<file path="config.mk">
export PLATFORM = sky130hd
export DESIGN_NAME = ad9363_delay_cal
export DESIGN_NICKNAME = d
export VERILOG_FILES = /design/src/rtl/ad9363_pkg.sv /design/src/rtl/ad9363_win_track.sv /design/src/rtl/ad9363_delay_cal.sv
export SDC_FILE = /design/constraint.sdc
export NUM_CORES = 1
export LEC_CHECK = 0
export CORE_MARGIN = 5
export CORE_UTILIZATION = 55
export CTS_CLUSTER_SIZE = 30
export DETAILED_ROUTE_END_ITERATION = 16
export PLACE_DENSITY = 0.77
export SYNTH_ARGS = -nofsm -noshare
export SYNTH_HDL_FRONTEND = slang
export SYNTH_SLANG_ARGS = --single-unit
</file>
<file path="constraint.sdc">
create_clock -name i_ref_clk -period 5.2 [get_ports i_ref_clk]
set_input_delay 0.52 -clock i_ref_clk [delete_from_list [all_inputs] [get_ports i_ref_clk]]
set_output_delay 0.52 -clock i_ref_clk [all_outputs]
set_load 0.005 [all_outputs]
</file>
<file path="src/rtl/ad9363_pkg.sv">
// Shared types and sizes for the AD9363 IDELAY calibration sequencer.
package ad9363_pkg;

  localparam int TAP_W    = 5;
  localparam int NUM_TAPS = 32;
  localparam int CNT_W    = 16;

  typedef enum logic [2:0] {
    S_IDLE,
    S_LOAD,
    S_SETTLE,
    S_CHECK,
    S_WAIT,
    S_NEXT,
    S_FINAL,
    S_DONE
  } cal_state_e;

endpackage

</file>
<file path="src/rtl/ad9363_win_track.sv">
// Longest-passing-window tracker: fed one tap verdict per sweep step, it keeps
// the first longest contiguous run of passing taps and presents its centre.
module ad9363_win_track
  import ad9363_pkg::*;
(
  input  logic             i_clk,
  input  logic             i_rst,
  input  logic             i_clear,
  input  logic             i_valid,
  input  logic             i_pass,
  input  logic [TAP_W-1:0] i_tap,
  output logic             o_found,
  output logic [TAP_W-1:0] o_center
);

  logic [TAP_W-1:0] r_cur_start;
  logic [TAP_W:0]   r_cur_len;
  logic [TAP_W-1:0] r_best_start;
  logic [TAP_W:0]   r_best_len;

  logic [TAP_W-1:0] w_run_start;
  logic [TAP_W:0]   w_run_len;
  logic [TAP_W-1:0] w_half;

  assign w_run_start = (r_cur_len == '0) ? i_tap : r_cur_start;
  assign w_run_len   = r_cur_len + 1'b1;

  // Extend or break the current run; promote it only when strictly longer so
  // the earliest of equal-length windows is kept.
  always_ff @(posedge i_clk or posedge i_rst) begin
    if (i_rst) begin
      r_cur_start  <= '0;
      r_cur_len    <= '0;
      r_best_start <= '0;
      r_best_len   <= '0;
    end else if (i_clear) begin
      r_cur_start  <= '0;
      r_cur_len    <= '0;
      r_best_start <= '0;
      r_best_len   <= '0;
    end else if (i_valid) begin
      if (i_pass) begin
        r_cur_start <= w_run_start;
        r_cur_len   <= w_run_len;
        if (w_run_len > r_best_len) begin
          r_best_start <= w_run_start;
          r_best_len   <= w_run_len;
        end
      end else begin
        r_cur_len <= '0;
      end
    end
  end

  // Windows never wrap, so start + floor((len-1)/2) always stays within 0..31.
  assign w_half   = TAP_W'((r_best_len - 1'b1) >> 1);
  assign o_found  = (r_best_len != '0);
  assign o_center = r_best_start + w_half;

endmodule

</file>
<file path="src/rtl/ad9363_delay_cal.sv">
// IDELAY tap-sweep calibration for one AD9363 CMOS interface channel.
// Sweeps taps 0..31, scores each with the external pattern checker, then loads
// the centre of the longest passing window (DEFAULT_TAP if nothing passed).
// Optional build macro AD9363_DELAY_CAL_MANUAL_EN adds a manual tap-load port
// usable while the sequencer is idle.
//
// state    | meaning
// ---------+--------------------------------------------------------------
// S_IDLE   | waiting for cal_start (or a manual load, when built in)
// S_LOAD   | drive current tap to the IDELAY with a one-cycle load strobe
// S_SETTLE | let the delay line settle for SETTLE_CYCLES
// S_CHECK  | one-cycle chk_start to the pattern checker
// S_WAIT   | wait for chk_done, or score as fail after TIMEOUT_CYCLES
// S_NEXT   | fold the verdict into the window tracker, advance the tap
// S_FINAL  | load the chosen tap and latch the result flags
// S_DONE   | result held; behaves like S_IDLE
module ad9363_delay_cal
  import ad9363_pkg::*;
#(
  parameter int unsigned SETTLE_CYCLES  = 16,
  parameter int unsigned TIMEOUT_CYCLES = 4096,
  parameter int unsigned DEFAULT_TAP    = 16
) (
  input  logic                i_ref_clk,
  input  logic                i_rst,
  input  logic                i_cal_start,
  input  logic                i_chk_done,
  input  logic                i_chk_pass,
`ifdef AD9363_DELAY_CAL_MANUAL_EN
  input  logic                i_man_load,
  input  logic [TAP_W-1:0]    i_man_tap,
`endif
  output logic                o_chk_start,
  output logic [TAP_W-1:0]    o_delay_value,
  output logic                o_delay_load_en,
  output logic                o_cal_busy,
  output logic                o_cal_done,
  output logic                o_cal_fail,
  output logic [TAP_W-1:0]    o_cal_tap,
  output logic [NUM_TAPS-1:0] o_pass_map
);

  localparam logic [TAP_W-1:0] DEF_TAP   = TAP_W'(DEFAULT_TAP);
  localparam logic [TAP_W-1:0] LAST_TAP  = TAP_W'(NUM_TAPS - 1);
  localparam logic [CNT_W-1:0] SETTLE_LD = CNT_W'(SETTLE_CYCLES - 1);
  localparam logic [CNT_W-1:0] TMO_LD    = CNT_W'(TIMEOUT_CYCLES - 1);

  cal_state_e          r_state;
  cal_state_e          w_state_next;
  logic [TAP_W-1:0]    r_tap;
  logic [CNT_W-1:0]    r_cnt;
  logic [NUM_TAPS-1:0] r_pass_map;
  logic [TAP_W-1:0]    r_delay_value;
  logic                r_load_en;
  logic                r_cal_busy;
  logic                r_cal_done;
  logic                r_cal_fail;
  logic [TAP_W-1:0]    r_cal_tap;

  logic                w_chk_start;
  logic                w_start_ok;
  logic                w_trk_valid;
  logic                w_cnt_tc;
  logic                w_found;
  logic [TAP_W-1:0]    w_center;
  logic [TAP_W-1:0]    w_final_tap;

  assign w_cnt_tc    = (r_cnt == '0);
  assign w_final_tap = w_found ? w_center : DEF_TAP;

  // State register.
  always_ff @(posedge i_ref_clk or posedge i_rst) begin
    if (i_rst) r_state <= S_IDLE;
    else       r_state <= w_state_next;
  end

  // Next-state decode and the combinational checker strobe.
  always_comb begin
    w_state_next = r_state;
    w_chk_start  = 1'b0;
    w_start_ok   = 1'b0;
    w_trk_valid  = 1'b0;
    case (r_state)
      S_IDLE, S_DONE: begin
        if (i_cal_start) begin
          w_start_ok   = 1'b1;
          w_state_next = S_LOAD;
        end
      end
      S_LOAD:   w_state_next = S_SETTLE;
      S_SETTLE: if (w_cnt_tc) w_state_next = S_CHECK;
      S_CHECK: begin
        w_chk_start  = 1'b1;
        w_state_next = S_WAIT;
      end
      S_WAIT:   if (i_chk_done || w_cnt_tc) w_state_next = S_NEXT;
      S_NEXT: begin
        w_trk_valid  = 1'b1;
        w_state_next = (r_tap == LAST_TAP) ? S_FINAL : S_LOAD;
      end
      S_FINAL:  w_state_next = S_DONE;
      default:  w_state_next = S_IDLE;
    endcase
  end

  // Sweep datapath: tap index, shared settle/timeout down-counter, results.
  always_ff @(posedge i_ref_clk or posedge i_rst) begin
    if (i_rst) begin
      r_tap         <= '0;
      r_cnt         <= '0;
      r_pass_map    <= '0;
      r_delay_value <= DEF_TAP;
      r_load_en     <= 1'b0;
      r_cal_busy    <= 1'b0;
      r_cal_done    <= 1'b0;
      r_cal_fail    <= 1'b0;
      r_cal_tap     <= DEF_TAP;
    end else begin
      r_load_en <= 1'b0;
      case (r_state)
        S_IDLE, S_DONE: begin
          if (w_start_ok) begin
            r_tap      <= '0;
            r_pass_map <= '0;
            r_cal_done <= 1'b0;
            r_cal_fail <= 1'b0;
            r_cal_busy <= 1'b1;
          end
`ifdef AD9363_DELAY_CAL_MANUAL_EN
          else if (i_man_load) begin
            r_delay_value <= i_man_tap;
            r_cal_tap     <= i_man_tap;
            r_load_en     <= 1'b1;
          end
`endif
        end
        S_LOAD: begin
          r_delay_value <= r_tap;
          r_load_en     <= 1'b1;
          r_cnt         <= SETTLE_LD;
        end
        S_SETTLE: if (!w_cnt_tc) r_cnt <= r_cnt - 1'b1;
        S_CHECK:  r_cnt <= TMO_LD;
        S_WAIT: begin
          if (i_chk_done)     r_pass_map[r_tap] <= i_chk_pass;
          else if (w_cnt_tc)  r_pass_map[r_tap] <= 1'b0;
          else                r_cnt <= r_cnt - 1'b1;
        end
        S_NEXT: if (r_tap != LAST_TAP) r_tap <= r_tap + 1'b1;
        S_FINAL: begin
          r_delay_value <= w_final_tap;
          r_cal_tap     <= w_final_tap;
          r_load_en     <= 1'b1;
          r_cal_fail    <= ~w_found;
          r_cal_done    <= 1'b1;
          r_cal_busy    <= 1'b0;
        end
        default: ;
      endcase
    end
  end

  ad9363_win_track u_win_track (
    .i_clk    (i_ref_clk),
    .i_rst    (i_rst),
    .i_clear  (w_start_ok),
    .i_valid  (w_trk_valid),
    .i_pass   (r_pass_map[r_tap]),
    .i_tap    (r_tap),
    .o_found  (w_found),
    .o_center (w_center)
  );

  assign o_chk_start     = w_chk_start;
  assign o_delay_value   = r_delay_value;
  assign o_delay_load_en = r_load_en;
  assign o_cal_busy      = r_cal_busy;
  assign o_cal_done      = r_cal_done;
  assign o_cal_fail      = r_cal_fail;
  assign o_cal_tap       = r_cal_tap;
  assign o_pass_map      = r_pass_map;

endmodule

</file>
# Word level (Yosys, flattened, before mapping)
# Index checks and enable logic that the tools add are counted.
# word_totals
reg_bits	92
word_cells	111
out_inout_bits	47
inputBits	5
# classes
order_cmp	3
reduce_logical	23
n_addsub	5
n_bitwise	3
n_eq_ne	16
mux	47
# op_table
operator	n
$mux W32	3
$pmux W16 S4	1
$pmux W32 S2	1
$mux W5	11
$mux W6	7
$and A32 B32 Y32	1
$bwmux W32	1
$mux W16	2
$not A32 Y32	1
$pmux W3 S7	1
$pmux W5 S2	2
$logic_not A16 Y1	1
$sub A16 B1 Y16 const B	1
$reduce_bool A2 Y1	7
$eq A3 B3 Y1 const B	4
$mux W3	4
$reduce_and A3 Y1	4
$ne A2 B2 Y1 const B	5
$mux W1	9
$add A6 B1 Y6 const B	1
$eq A3 B2 Y1 const B	2
$gt A6 B6 Y1	1
$logic_not A6 Y1	1
$lt A5 B6 Y1 const B	1
20 further kinds	25

# Logic depth before layout (Yosys ltp)
# depth
ltp_word	9
ltp_mapped	12
depth_no_buf	12

# Hierarchy
# Synthesis repeated with hierarchy kept, for this count alone.
# unflattened
cells_unflattened	589
hier_area_um2	5490.3
# by_module_without_submodules
mod	cells_each	instances	area_per_inst_um2	seq_area_each_um2
ad9363_delay_cal	420	1	3916.3	1754.2
ad9363_win_track	169	1	1574.0	550.5

# Worst setup path before layout
# No wires, ideal clock.
# synth_path
path_type	flip-flop to flip-flop
startpoint	register u_win_track.r_cur_len[0]
endpoint	register u_win_track.r_best_len[1]
arrival_ps	2188
slack_ps	2887
setup_time_ps	125
t_required_ps	5075
synth_period_minus_slack_ps	2313
path_stages_with_launch	11
n_path_buf	1
cell_sequence	dfrtp_1 > ha_1 > nand3_1 > xor2_1 > inv_1 > ha_1 > and4_1 > a31oi_1 > nand3_2 > buf_6 > mux2_4
# synth_between
elab_chain_cells	5
word_cells_on_any_way	8
cone_classes	add/sub (1); order compare (1); mux (4); reduce/logical (2)
# synth_rtl
item	line	rtl
start, declared	ad9363_win_track.sv:17	logic [TAP_W:0] r_cur_len;
start signal, assigned	ad9363_win_track.sv:44	r_cur_len <= w_run_len;
$add A6 B1 Y6 (*)	ad9363_win_track.sv:26	assign w_run_len = r_cur_len + 1'b1;
branches (longest 4 deep; another with $gt A6 B6 Y1)	--	
end signal, assigned	ad9363_win_track.sv:47	r_best_len <= w_run_len;
end, declared	ad9363_win_track.sv:19	logic [TAP_W:0] r_best_len;
# Every way passes the cells marked *. The select of a mux whose other input is x is not followed.
# A chain may end at the register's enable or synchronous reset.

# Final worst setup path
# layout_path
startpoint	register r_state[0]
endpoint	output o_chk_start
# layout_between
elab_chain_cells	2
# layout_rtl
item	line	rtl
start, declared	ad9363_delay_cal.sv:48	cal_state_e r_state;
start signal, assigned	ad9363_delay_cal.sv:74	else r_state <= w_state_next;
$eq A3 B2 Y1	ad9363_delay_cal.sv:83	case (r_state)
$mux W1	ad9363_delay_cal.sv:83	
end, declared	ad9363_delay_cal.sv:33	output logic o_chk_start,
# Every way passes these cells.

==> metrics <==
status finished clean; post_cts resized 0; count leader, synth dfrtp_1; die area about 12,000 um^2; total gr overflow 0; critical path startpoint r_state[0]; Tcrit/Tclk final between 60% and 70%; CP Capture Type output pin; area share of the leading cell type in the synthesized netlist between 40% and 50%; hold crit path type register to register; Peak VDD IR about 0.21 mV; CTS tree built; Reg2Reg Launch Point r_state[1]; n_diodes 0; syn_area_per_cell roughly 9.3 um^2; relative slew slack between 20% and 30%; min Tclk post-route around 3.2 ns; gpl congestion around 0.85; Core Region about 10000 um^2; Top FF cell, synth dfrtp_1; post-layout util between 60 and 70%; synth top area cells dfrtp_1 41%, mux2i_1 11%, ha_1 5.0%, o21ai_0 4.6%, nor2_1 4.0%; Clock transition at path regs around 0.09 ns; #FFs+latches synth 92; # Post-CTS Setup Buffers 0; fmax about 310 MHz; cells after synthesis a little under 600; share of cells above drive strength 1 6.81%; post-synthesis sequential area ratio 41.9%; clock share of power 20.3%; I/O pins 52; WL met3 about 780 um; Vias/cell roughly 6; FFs w/ async S/R, synth between 90% and 100%; max-slew violations 0; Worst EP required about 4.7 ns; Post-synth EDFFs 0; Max Cap Viol 0; vias post-DR roughly 4,500; most common library cells after synthesis 90 x dfrtp_1, 58 x mux2i_1, 58 x nor2_1; Worst setup SP type register; final net count approximately 650; Area Overhead vs Synth 14.1%; Post-Route WL around 13 mm; switching part of the total 40.7%; Comb pwr share ~40%; final setup violating endpoints 0; RSZ-0062 raised after global routing false; # DRC 0; post-DR wirelength/cell around 17 um; initial antenna violation count 0; R2R Setup Slk between 2 and 2.5 ns; dpl hpwl ~9 mm; root buf cell clkbuf_8; Syn Nets approximately 620; Placed Cells between 700 and 800; setup tns final 0 ns; Int Pwr between 1000 and 1500 uW; unique cell type count in the Yosys netlist 62; Layout Skew between 0.008 and 0.009 ns; Post-Layout Cell Count around 760; Iter 0 DRT Violations around 320; Final Hold Fails 0; Worst Reg-to-Reg Cells 7; largest net degree at the start of global routing 58; leakage power 0.00275 uW; post-route ant nets 0; vias in the first global route ~4,300; clk buf depth 2; CTS H-Tree Depth 3; met2 routed wirelength roughly 6 mm; critical path class register to output pin; Setup crit end o_chk_start; Flop pwr share between 30% and 40%; clk_lat worst skew around 0.36 ns; wire length on met1 about 6 mm; DR pass1 iterations 5; Die H 110 um; top fanout value on the critical path 17; port buffer count between 50 and 60; Horiz. Die Dim 110 um; # fillers roughly 830; post-synth top area cell dfrtp_1; P_sw 1030 uW; hold_buf cts 0; Total Routing Usage GR 22.5%; FF-to-FF End o_pass_map[7]; pwr dens 402 nW/um^2; mapped cell area between 5000 and 6000 um^2; Arrival @ worst endpoint 2.67 ns; CTS buffer count 9; site row count 36; clock sinks just over 90; Initial Util 56.3%; synth warn 0; first-pass GRT wire length about 22 mm; worst slew pin tran roughly 1.1 ns; Max Used Layer met4
[worst min-delay path by stage]
| stage | start | to | slack, ns | cells past startpoint |
|---|---|---|---|---|
| 2_1_floorplan | o_cal_tap[4] | o_cal_tap[4] | 0.47 | 2 |
| 3_3_place_gp | o_cal_tap[1] | o_cal_tap[1] | 0.46 | 1 |
| 3_5_place_dp | o_cal_tap[1] | o_cal_tap[1] | 0.47 | 1 |
| 4_1_cts | o_cal_tap[1] | o_cal_tap[1] | 0.49 | 1 |
| 5_1_grt | o_cal_busy | o_cal_busy | 0.50 | 2 |
| 6_report | o_cal_tap[1] | o_cal_tap[1] | 0.48 | 1 |
[cell usage in the layout (no fill, tap or decap), types with 3 or more instances in the layout]
cell type / netlist / final
mux2i_1: 58 / 58
a31oi_1: 6 / 6
nand3_1: 16 / 16
nor3_1: 35 / 35
inv_1: 27 / 26
ha_1: 22 / 22
nor2_1: 58 / 58
a22o_1: 5 / 5
nor2b_1: 5 / 5
and2_1: 6 / 6
clkdlybuf4s50_1: 0 / 51
xnor2_1: 6 / 6
nor4_1: 3 / 3
clkbuf_8: 0 / 12
o22ai_1: 6 / 6
nor3_2: 5 / 5
a21o_1: 4 / 4
nand2b_1: 4 / 4
nand3b_1: 4 / 4
a22oi_1: 3 / 3
nand2_1: 54 / 54
and3_1: 7 / 7
o21ai_1: 4 / 5
o21ai_0: 51 / 50
xor2_1: 4 / 4
a21oi_1: 31 / 31
dfrtp_1: 90 / 90
or3_1: 5 / 5
buf_4: 0 / 4
[flip-flops by register name, indices dropped and copies added (netlist names)]
register	count
o_pass_map	32
r_cnt	16
u_win_track.r_best_len	6
u_win_track.r_cur_len	6
o_cal_tap	5
o_delay_value	5
r_tap	5
u_win_track.r_best_start	5
u_win_track.r_cur_start	5
r_state	3
o_cal_busy	1
o_cal_done	1
o_cal_fail	1
o_delay_load_en	1
[final cells by class]
cell class / count / area, um^2 / share of cell area (%)
clock inverters: 3 / 43.8 / 0.698
clock buffers: 13 / 169 / 2.69
well taps: 133 / 166 / 2.65
multi-input cells: 441 / 2950 / 47.0
flip-flops and latches: 92 / 2300 / 36.7
inverters: 27 / 103 / 1.63
repair buffers: 55 / 541 / 8.61
[power groups by stage]
stage,clock network [uW],registers [uW],logic [uW]
6_report,512,995,1020
5_1_grt,552,1020,1150
4_1_cts,521,992,1020
3_5_place_dp,0,1010,1020
3_3_place_gp,0,996,985
2_1_floorplan,0,914,802
[critical path: stages, from the launching register on]
cell and delay (ns):
dfrtp_1 0.68, inv_1 0.26, nor2_1 0.39, and2_1 0.41, clkdlybuf4s50_1 0.57
[logic make-up (layout without fill, tap and decap cells)]
family / after synthesis / after routing / share of synthesized area [%]
DFF: 92 / 92 / 41.9
buffers and inverters: 61 / 98 / 4.84
xor gates and xnor gates: 11 / 11 / 2.00
and+or+nand+nor: 219 / 219 / 20.5
AOI/OAI and AO/OA: 125 / 125 / 13.4
muxes: 63 / 63 / 12.1
adders and majority gates: 23 / 23 / 5.37
[routing by layer]
layer  vias to the layer above  global-route usage (%)
met5                         -                       0
met4                         0                    5.79
met3                        21                    3.90
met2                       152                    35.1
met1                      2151                    32.6
li1                       2159                       -
[through the flow]
stage / hold slack, ns / worst slack, ns / power, uW / cell area, um^2
2_1_floorplan: 0.467 / 2.29 / 1720 / 5500
3_3_place_gp: 0.460 / 2.06 / 1980 / 6060
3_5_place_dp: 0.470 / 2.01 / 2030 / 6060
4_1_cts: 0.490 / 2.00 / 2540 / 6280
5_1_grt: 0.501 / 1.83 / 2720 / 6280
6_report: 0.483 / 2.01 / 2520 / 6280
Power figures use the tool's default switching activity.
